`src/rtl/y86_mem_pkg.sv`:
```
`default_nettype none
// ============================================================================
// Module      : y86_mem_pkg
// Description : Shared types and constants for the Y86-64 memory port
//               arbiter: arbiter state encoding and instruction/beat sizes.
// Revision    : 1.0 - initial release
// ============================================================================
package y86_mem_pkg;

    // Y86-64 instructions are at most 10 bytes; memory beats are 8 bytes.
    localparam int INSTR_BYTES = 10;
    localparam int INSTR_W     = INSTR_BYTES * 8;
    localparam int BEAT_BYTES  = 8;
    // Bytes of the second fetch beat that land in the instruction.
    localparam int BEAT1_BYTES = INSTR_BYTES - BEAT_BYTES;

    typedef enum logic [2:0] {
        ST_IDLE    = 3'd0,
        ST_D_ACC   = 3'd1,
        ST_F_BEAT0 = 3'd2,
        ST_F_BEAT1 = 3'd3,
        ST_RESP    = 3'd4
    } arb_state_t;

endpackage
`default_nettype wire

```
`src/rtl/mem_port_arbiter_wait_timer.sv`:
```
`default_nettype none
// ============================================================================
// Module      : wait_timer
// Description : Wait-state counter for one memory beat. Counts cycles while
//               enabled, clears on request, and flags expiry on the cycle
//               the count would reach MAX_WAIT.
// Ports       : clk, rst_n (async active-low), clear, enable -> expire
// Revision    : 1.0 - initial release
// ============================================================================
module wait_timer #(
    parameter int MAX_WAIT = 15
) (
    input  logic clk,
    input  logic rst_n,
    input  logic clear,
    input  logic enable,
    output logic expire
);

    localparam int                 c_CNT_W = $clog2(MAX_WAIT + 1);
    localparam logic [c_CNT_W-1:0] c_LAST  = c_CNT_W'(MAX_WAIT - 1);

    logic [c_CNT_W-1:0] r_count;

    // Expires on the MAX_WAIT-th enabled cycle so the caller can leave the
    // beat on that same edge.
    assign expire = enable & ~clear & (r_count == c_LAST);

    always_ff @(posedge clk or negedge rst_n) begin
        if (!rst_n) begin
            r_count <= '0;
        end else if (clear || expire) begin
            r_count <= '0;
        end else if (enable) begin
            r_count <= r_count + 1'b1;
        end
    end

endmodule
`default_nettype wire

```
`src/rtl/mem_port_arbiter.sv`:
```
`default_nettype none
// ============================================================================
// Module      : mem_port_arbiter
// Description : Shares one single-ported 64-bit memory between the Y86-64
//               fetch stage (10-byte, two-beat reads) and the memory stage
//               (8-byte reads/writes). Data requests win arbitration; a fetch
//               in progress is never preempted. Each beat has a wait-state
//               timeout that ends the access with an error.
// Ports       : f_req/f_addr -> f_rdata/f_valid/f_err/f_stall   (fetch)
//               m_req/m_we/m_addr/m_wdata -> m_rdata/m_valid/m_err/m_stall
//               mem_req/mem_we/mem_addr/mem_wdata, mem_ack/mem_rdata/mem_err
// Config      : FETCH_BUF_EN - one-entry buffer of the last good fetch
// Revision    : 1.0 - initial release
// ============================================================================
module mem_port_arbiter
    import y86_mem_pkg::*;
#(
    parameter int ADDR_W   = 64,
    parameter int DATA_W   = 64,
    parameter int MAX_WAIT = 15
) (
    input  logic               clk,
    input  logic               rst_n,
    // fetch stage
    input  logic               f_req,
    input  logic [ADDR_W-1:0]  f_addr,
    output logic [INSTR_W-1:0] f_rdata,
    output logic               f_valid,
    output logic               f_err,
    output logic               f_stall,
    // memory stage
    input  logic               m_req,
    input  logic               m_we,
    input  logic [ADDR_W-1:0]  m_addr,
    input  logic [DATA_W-1:0]  m_wdata,
    output logic [DATA_W-1:0]  m_rdata,
    output logic               m_valid,
    output logic               m_err,
    output logic               m_stall,
    // backing memory
    output logic               mem_req,
    output logic               mem_we,
    output logic [ADDR_W-1:0]  mem_addr,
    output logic [DATA_W-1:0]  mem_wdata,
    input  logic               mem_ack,
    input  logic [DATA_W-1:0]  mem_rdata,
    input  logic               mem_err
);

    localparam logic [ADDR_W-1:0] c_BEAT_STRIDE = ADDR_W'(BEAT_BYTES);

    arb_state_t         r_state;
    logic               r_mem_req;
    logic               r_mem_we;
    logic [ADDR_W-1:0]  r_mem_addr;
    logic [DATA_W-1:0]  r_mem_wdata;
    logic [ADDR_W-1:0]  r_f_addr;
    logic [INSTR_W-1:0] r_f_rdata;
    logic [DATA_W-1:0]  r_m_rdata;
    logic               r_f_valid;
    logic               r_f_err;
    logic               r_m_valid;
    logic               r_m_err;
    logic               r_acc_err;      // error seen on fetch beat0

    logic               w_timeout;
    logic               w_buf_hit;
    logic [INSTR_W-1:0] w_buf_data;

    // ------------------------------------------------------------------
    // Beat timeout: any cycle without an outstanding request or with an
    // ack restarts the count, so each beat gets its own MAX_WAIT budget.
    // ------------------------------------------------------------------
    wait_timer #(
        .MAX_WAIT (MAX_WAIT)
    ) u_wait_timer (
        .clk    (clk),
        .rst_n  (rst_n),
        .clear  (~r_mem_req | mem_ack),
        .enable (r_mem_req & ~mem_ack),
        .expire (w_timeout)
    );

`ifdef FETCH_BUF_EN
    // ------------------------------------------------------------------
    // One-entry instruction buffer. Filled only by an error-free two-beat
    // fetch; dropped by any granted write touching the buffered bytes.
    // ------------------------------------------------------------------
    localparam logic [ADDR_W-1:0] c_INSTR_SPAN = ADDR_W'(INSTR_BYTES);
    localparam logic [ADDR_W-1:0] c_BEAT_SPAN  = ADDR_W'(BEAT_BYTES);

    logic               r_buf_valid;
    logic [ADDR_W-1:0]  r_buf_addr;
    logic [INSTR_W-1:0] r_buf_data;
    logic               w_buf_fill;
    logic               w_wr_overlap;
    logic               w_buf_inval;
    logic [ADDR_W-1:0]  w_wr_off;       // write start relative to buffer
    logic [ADDR_W-1:0]  w_buf_off;      // buffer start relative to write

    // Modular offsets keep the overlap test correct across address wrap.
    assign w_wr_off     = m_addr - r_buf_addr;
    assign w_buf_off    = r_buf_addr - m_addr;
    assign w_wr_overlap = (w_wr_off < c_INSTR_SPAN) | (w_buf_off < c_BEAT_SPAN);
    assign w_buf_inval  = (r_state == ST_IDLE) & m_req & m_we & w_wr_overlap;
    assign w_buf_fill   = (r_state == ST_F_BEAT1) & mem_ack & ~mem_err & ~r_acc_err;

    assign w_buf_hit    = r_buf_valid & (f_addr == r_buf_addr);
    assign w_buf_data   = r_buf_data;

    always_ff @(posedge clk or negedge rst_n) begin
        if (!rst_n) begin
            r_buf_valid <= 1'b0;
            r_buf_addr  <= '0;
            r_buf_data  <= '0;
        end else if (w_buf_inval) begin
            r_buf_valid <= 1'b0;
        end else if (w_buf_fill) begin
            r_buf_valid <= 1'b1;
            r_buf_addr  <= r_f_addr;
            r_buf_data  <= {mem_rdata[BEAT1_BYTES*8-1:0], r_f_rdata[DATA_W-1:0]};
        end
    end
`else
    assign w_buf_hit  = 1'b0;
    assign w_buf_data = '0;
`endif

    // ------------------------------------------------------------------
    // Arbiter FSM. All memory-side and response outputs are registered.
    // ------------------------------------------------------------------
    always_ff @(posedge clk or negedge rst_n) begin
        if (!rst_n) begin
            r_state     <= ST_IDLE;
            r_mem_req   <= 1'b0;
            r_mem_we    <= 1'b0;
            r_mem_addr  <= '0;
            r_mem_wdata <= '0;
            r_f_addr    <= '0;
            r_f_rdata   <= '0;
            r_m_rdata   <= '0;
            r_f_valid   <= 1'b0;
            r_f_err     <= 1'b0;
            r_m_valid   <= 1'b0;
            r_m_err     <= 1'b0;
            r_acc_err   <= 1'b0;
        end else begin
            case (r_state)
                ST_IDLE: begin
                    // Memory stage holds the older instruction, so it wins.
                    if (m_req) begin
                        r_state     <= ST_D_ACC;
                        r_mem_req   <= 1'b1;
                        r_mem_we    <= m_we;
                        r_mem_addr  <= m_addr;
                        r_mem_wdata <= m_wdata;
                    end else if (f_req) begin
                        r_f_addr  <= f_addr;
                        r_acc_err <= 1'b0;
                        if (w_buf_hit) begin
                            r_state   <= ST_RESP;
                            r_f_rdata <= w_buf_data;
                            r_f_err   <= 1'b0;
                            r_f_valid <= 1'b1;
                        end else begin
                            r_state    <= ST_F_BEAT0;
                            r_mem_req  <= 1'b1;
                            r_mem_we   <= 1'b0;
                            r_mem_addr <= f_addr;
                        end
                    end
                end

                ST_D_ACC: begin
                    if (mem_ack) begin
                        r_m_rdata <= mem_rdata;
                        r_m_err   <= mem_err;
                        r_m_valid <= 1'b1;
                        r_mem_req <= 1'b0;
                        r_mem_we  <= 1'b0;
                        r_state   <= ST_RESP;
                    end else if (w_timeout) begin
                        r_m_err   <= 1'b1;
                        r_m_valid <= 1'b1;
                        r_mem_req <= 1'b0;
                        r_mem_we  <= 1'b0;
                        r_state   <= ST_RESP;
                    end
                end

                ST_F_BEAT0: begin
                    if (mem_ack) begin
                        r_f_rdata[DATA_W-1:0] <= mem_rdata;
                        r_acc_err             <= mem_err;
                        r_mem_addr            <= r_f_addr + c_BEAT_STRIDE;
                        r_state               <= ST_F_BEAT1;
                    end else if (w_timeout) begin
                        // Abandon the fetch; beat1 is skipped.
                        r_f_err   <= 1'b1;
                        r_f_valid <= 1'b1;
                        r_mem_req <= 1'b0;
                        r_state   <= ST_RESP;
                    end
                end

                ST_F_BEAT1: begin
                    if (mem_ack) begin
                        r_f_rdata[INSTR_W-1:DATA_W] <= mem_rdata[BEAT1_BYTES*8-1:0];
                        r_f_err   <= r_acc_err | mem_err;
                        r_f_valid <= 1'b1;
                        r_mem_req <= 1'b0;
                        r_state   <= ST_RESP;
                    end else if (w_timeout) begin
                        r_f_err   <= 1'b1;
                        r_f_valid <= 1'b1;
                        r_mem_req <= 1'b0;
                        r_state   <= ST_RESP;
                    end
                end

                ST_RESP: begin
                    // One-cycle response pulse; requests here wait for IDLE.
                    r_f_valid <= 1'b0;
                    r_f_err   <= 1'b0;
                    r_m_valid <= 1'b0;
                    r_m_err   <= 1'b0;
                    r_state   <= ST_IDLE;
                end

                default: begin
                    r_state   <= ST_IDLE;
                    r_mem_req <= 1'b0;
                    r_mem_we  <= 1'b0;
                end
            endcase
        end
    end

    assign f_rdata   = r_f_rdata;
    assign f_valid   = r_f_valid;
    assign f_err     = r_f_err;
    assign m_rdata   = r_m_rdata;
    assign m_valid   = r_m_valid;
    assign m_err     = r_m_err;
    assign mem_req   = r_mem_req;
    assign mem_we    = r_mem_we;
    assign mem_addr  = r_mem_addr;
    assign mem_wdata = r_mem_wdata;

    // Stalls are gated by rst_n so every output reads 0 while in reset.
    assign f_stall = rst_n & f_req & ~r_f_valid;
    assign m_stall = rst_n & m_req & ~r_m_valid;

endmodule
`default_nettype wire

```
`config.mk`:
```
export PLATFORM = sky130hd
export DESIGN_NAME = mem_port_arbiter
export DESIGN_NICKNAME = d
export VERILOG_FILES = /design/src/rtl/y86_mem_pkg.sv /design/src/rtl/mem_port_arbiter_wait_timer.sv /design/src/rtl/mem_port_arbiter.sv
export SDC_FILE = /design/constraint.sdc
export NUM_CORES = 1
export LEC_CHECK = 0
export CAP_MARGIN = 20
export CORE_UTILIZATION = 35
export CTS_CLUSTER_SIZE = 14
export DETAILED_ROUTE_END_ITERATION = 16
export SLEW_MARGIN = 40
export SYNTH_ARGS = -nofsm -noshare
export SYNTH_HDL_FRONTEND = slang
export SYNTH_HIERARCHICAL = 1
export SYNTH_SLANG_ARGS = --single-unit
```
`constraint.sdc`:
```
create_clock -name clk -period 3.09 [get_ports clk]
set_input_delay 0.309 -clock clk [delete_from_list [all_inputs] [get_ports clk]]
set_output_delay 0.309 -clock clk [all_outputs]
set_load 0.03 [all_outputs]
```
# After elaboration in Yosys (flattened, before gate mapping)

Cells that the tools add are included.

Register bits: 350
Latch bits: 0
Memory bits (writable): 0
Bits in read-only memories: 0
Input bits: 263
Output and inout bits: 280
Logic and storage cells: 103
Memories: 0

Add/subtract/negate cells: 2
Multipliers: 0
Divide/modulo/power cells: 0
$lt $le $gt $ge: 0
Eq/ne operators: 11
Shift operators: 0
Mux-type cells: 39
Bitwise gates (word level): 17
Reductions and logical operators: 19

Operators with widths:

| operator                | number |
|---|---|
| $mux W64                | 3 |
| $pmux W64 S2            | 1 |
| $add A64 B4 Y64 const B | 1 |
| $mux W1                 | 20 |
| $mux W3                 | 5 |
| $reduce_and A2 Y1       | 6 |
| $reduce_and A3 Y1       | 4 |
| $pmux W1 S3             | 3 |
| $pmux W3 S3             | 1 |
| $mux W4                 | 2 |
| $ne A2 B2 Y1 const B    | 4 |
| $not A1 Y1              | 8 |
| $and A1 B1 Y1           | 7 |
| $eq A3 B2 Y1 const B    | 2 |
| $pmux W1 S2             | 3 |
| $reduce_bool A2 Y1      | 3 |
| $add A4 B1 Y4 const B   | 1 |
| $eq A4 B4 Y1 const B    | 1 |
| $pmux W1 S4             | 1 |
| $reduce_and A4 Y1       | 1 |
| $eq A3 B1 Y1 const B    | 1 |
| $eq A3 B3 Y1 const B    | 1 |
| $logic_not A3 Y1        | 1 |
| $ne A3 B2 Y1 const B    | 1 |
| other kinds (6)         | 7 |

# Logic depth before layout (Yosys ltp)

Word-level depth: 8
Depth in mapped cells: 10
Mapped depth without buffers: 9

# Hierarchy

The synthesis kept the hierarchy.

By module, submodules not included:

| module           | instances | cells an instance | area an instance (µm²) | sequential area each (µm²) |
|---|---|---|---|---|
| mem_port_arbiter | 1         | 1360              | 15416.0                | 8658.3 |
| wait_timer       | 1         | 21                | 215.2                  | 100.1 |

# Worst setup path before layout

No wires, ideal clock.

Path type: reg-to-reg
From: register r_f_addr[3]
To: register r_mem_addr[23], in the netlist mem_addr[23]
Arrival time: 1.826 ns
Path slack: 1.138 ns
Stages on the path, launching flop included: 8
Buffers on the path: 0
Period minus slack after synthesis: 1.952 ns
Cells stage by stage: dfrtp_1 ha_1 nand3_1 nor3_4 nand3_1 nor3_1 xor2_1 a221o_1

Cells in the longest elaborated chain, start to end: 3

RTL lines:

| element                  | line                    | text |
|---|---|---|
| start: declaration       | mem_port_arbiter.sv:57  | `logic [ADDR_W-1:0] r_f_addr;` |
| start signal: assignment | mem_port_arbiter.sv:158 | `r_f_addr <= f_addr;` |
| $add A64 B4 Y64          | mem_port_arbiter.sv:195 | `r_mem_addr <= r_f_addr + c_BEAT_STRIDE;` |
| $mux W64                 | mem_port_arbiter.sv:192 | `if (mem_ack) begin` |
| $pmux W64 S2             | mem_port_arbiter.sv:148 | `case (r_state)` |
| end signal: assignment   | mem_port_arbiter.sv:155 | `r_mem_addr <= m_addr;` |
| end signal: assignment   | mem_port_arbiter.sv:169 | `r_mem_addr <= f_addr;` |
| end signal: assignment   | mem_port_arbiter.sv:195 |  |
| end: declaration         | mem_port_arbiter.sv:55  | `logic [ADDR_W-1:0] r_mem_addr;` |

Every way passes these cells. The select of a mux whose other input is x is not followed.
A chain may end at the register's enable or synchronous reset.

# Worst setup path after layout

From: input rst_n
To: output m_stall

Cells in the longest elaborated chain, start to end: 2

RTL lines:

| element                    | line                    | text |
|---|---|---|
| start: declaration         | mem_port_arbiter.sv:23  | `input logic rst_n,` |
| $and A1 B1 Y1 (2 in a row) | mem_port_arbiter.sv:252 | `assign m_stall = rst_n & m_req & ~r_m_valid;` |
| end: declaration           | mem_port_arbiter.sv:39  | `output logic m_stall,` |

Every way passes these cells.

==> results.cfg <==
[worst_hold_path]
hold_class = in2async

[floorplanning]
io_pins = 543
rows = 77
initial_utilization_pct = 35.43
dieArea_sq_um = 45510
die_w_microns = 213.3
die_h_microns = 213.3
core_area_sq_um = 44120

[cts]
cts_tree = yes
cts_root_buf = clkbuf_16
clk_latency_ns = 0.56
cts_sinks = 350
clk_path_buf_depth = 3
h-tree-depth = 2
path_clk_slew_ns = 0.06
cts_buffers = 41
cts_setup_buffers = 0

[layout]
areaGrowthSynthToFinish_pct = 49.16
layout.nets = 2185
final_core_util_pct = 52.84
drive_gt1_share_pct = 17.04

[routing]
drt_iter0_drc = 608
antenna_left = 0
wire_per_inst_microns = 19.94
drt_wl_total_microns = 50720
first_pass_iters = 5
avgViaCountPerCell = 4.903
drc_errors = 0
routed-via-count = 12470

[sta]
hold_viol = 0
worst_slew_pin_slew_ns = 0.8477
post-route-period-util_pct = 80.89
final-setup-viol-count = 0
fmax_ghz = 0.4001
rsz0062_at_grt = no
finalMaxSlewViolations = 0
finalClockSkew_ns = 0.01895
min_period_ns = 2.499
setup-tns-final_ns = 0
finalWorstSetupSlack_ns = 0.5905
maxSlewHeadroom_pct = 43.49

[power_and_ir_drop]
p_seq_share_pct = 31.7
p_clk_share_pct = 18.9
p_sw_w = 0.01096
intPower_w = 0.01583
pwr_density_cell_nw_per_um2 = 1149
cellLeakagePower_nw = 9.912
p_comb_share_pct = 49.5
swShare_pct = 40.90
peakVddDrop_uv = 705.6

[yosys]
synth.net_count = 1647
async_reset_ff_share_pct = 100.0
avgSynthCellArea_sq_um = 11.32
synth_top_family_by_area = multiplexers
synth_fa_ha_area_share_pct = 0.2401
synth_flop_cell = dfrtp_1
ys_seq_area_share_pct = 56.03
synthMuxAreaShare_pct = 19.22
synth_compound_area_share_pct = 5.067
ys_types = 51
synthTopCellsByArea = dfrtp_1, mux2_2, nand2_1
ys_warn_count = 6
synth-edff-count = 0
yosys.area_share.xor_xnor_pct = 3.362
ys_seq_elements = 350
yosysMostFrequentCell = dfrtp_1
yosysTopAreaCell = dfrtp_1
postSynthCellCount = 1381
syn_area_sq_um = 15630
synth_top_cell_area_share_pct = 56.03
synth_common_cells = dfrtp_1, nand2_1, mux2_2, a21oi_1, mux2i_1
synthSimpleGateAreaFrac_pct = 13.62

[worst_setup_path]
cp_data_arrival_time_ns = 2.19
crit_fanout = 46
crit_required_ns = 2.78
crit_type = in2out
worstSetupStartpointType = input port
crit_path_end_kind = output port

[global_route]
grt-ovfl-total = 0
grt.total_usage_pct = 21.98
grt_pass1_wl_microns = 76280
grt_pass1_vias = 12910
antenna_found_initial = 5
grt_max_degree = 156

[placement]
portBuffers = 542
gp_congestion = 0.8200
place_ws_ns = 0.5721
hpwlAfterDp_microns = 36640

[outcome]
outcome = complete, no violations

[flow_run]
drv_cap = 0
cell type report:
type / instances / area, sq um
inverter: 10 / 37.54
antenna: 3 / 7.507
multi-input combinational: 942 / 6536
clock inverter: 10 / 165.2
sequential: 350 / 8758
fill: 3954 / 20810
tap: 592 / 740.7
timing repair buffer: 574 / 5823
clock buffer: 62 / 1246
placed cells by master, fill, tap and decap left out, types with 3 or more instances in the layout:
cell type / netlist / final
nand3_1: 27 / 25
bufinv_16: 0 / 4
nor3_1: 56 / 56
o21ai_1: 11 / 11
ha_1: 3 / 3
a21oi_1: 66 / 66
buf_12: 0 / 9
nor4_1: 3 / 3
diode_2: 0 / 3
mux2i_1: 65 / 65
and3_1: 10 / 10
clkbuf_1: 40 / 8
inv_1: 10 / 10
clkdlybuf4s50_1: 0 / 540
nand2b_1: 4 / 4
xnor2_1: 40 / 40
buf_4: 1 / 21
dfrtp_1: 350 / 350
xor2_1: 20 / 20
and4_1: 5 / 5
nand4_1: 19 / 19
a221o_1: 3 / 3
o21ai_0: 56 / 56
a22o_1: 3 / 3
mux2_2: 209 / 209
nor2_1: 51 / 50
nand2_1: 251 / 251
clkbuf_16: 0 / 42
nor3_2: 6 / 6
clkinv_2: 0 / 4
clkbuf_8: 0 / 12
routing by layer:
layer	share of wire (%)	track usage, %	wire (microns)
met1	41	27.42	20720
met2	48	36.06	24540
met5	0.057	0	29
met3	8.5	7.176	4320
met4	2.2	6.872	1107
critical path, stage by stage:
cell and delay (ns):
dlygate4sd3_1 0.56, buf_8 0.33, and3_1 0.23, clkdlybuf4s50_1 0.72
power by group through the flow:
stage               Sequential, W  Combinational, W  Clock [W]
detailed placement        0.00851            0.0133          0
global placement          0.00840            0.0133          0
floorplan                  0.0119           0.00404          0
global route              0.00882            0.0141    0.00536
CTS                       0.00849            0.0134    0.00519
finish                    0.00849            0.0132    0.00505
through the flow:
step | hold slack [ns] | instance area [sq um] | total power [W] | cells
floorplan | 0.01341 | 15630 | 0.01594 | 1381
finish | 0.2402 | 23310 | 0.02678 | 2543
CTS | 0.2346 | 23250 | 0.02707 | 2538
detailed placement | 0.2438 | 21830 | 0.02185 | 2465
global route | 0.2521 | 23310 | 0.02826 | 2541
global placement | 0.2436 | 21830 | 0.02167 | 2465
state kept, by name, indices dropped and copies added, names as in the netlist, 3 cells and up:
register / cells
f_rdata: 80
m_rdata: 64
mem_addr: 64
mem_wdata: 64
r_f_addr: 64
u_wait_timer/r_count: 4
r_state: 3
cells by family after synthesis:
| kind of cell | after synthesis |
|---|---|
| buffers and inverters | 89 |
| muxes | 274 |
| AOI/OAI and AO/OA | 147 |
| adders and majority gates | 3 |
| xor gates and xnor gates | 60 |
| DFF | 350 |
| and+or+nand+nor | 458 |
path summary, 6_finish.rpt:
check | to | depth (start not counted) | slack (ns) | start
worst min register to register | f_rdata[5] | 2 | 0.47 | f_rdata[5]
max in group asynchronous | mem_wdata[17] | 4 | 1.62 | rst_n
worst max-delay path | m_stall | 4 | 0.59 | rst_n
min in group clk | mem_we | 3 | 0.29 | m_we
worst min-delay path | m_rdata[32] | 2 | 0.24 | rst_n
worst max register to register | mem_addr[63] | 7 | 0.62 | r_f_addr[3]
timing repair:
action	CTS	global route
endpoints found under the hold margin	42	0
hold buffers	1	0
resized for setup	0	0
Note: power is estimated with default switching activity, not from simulation.
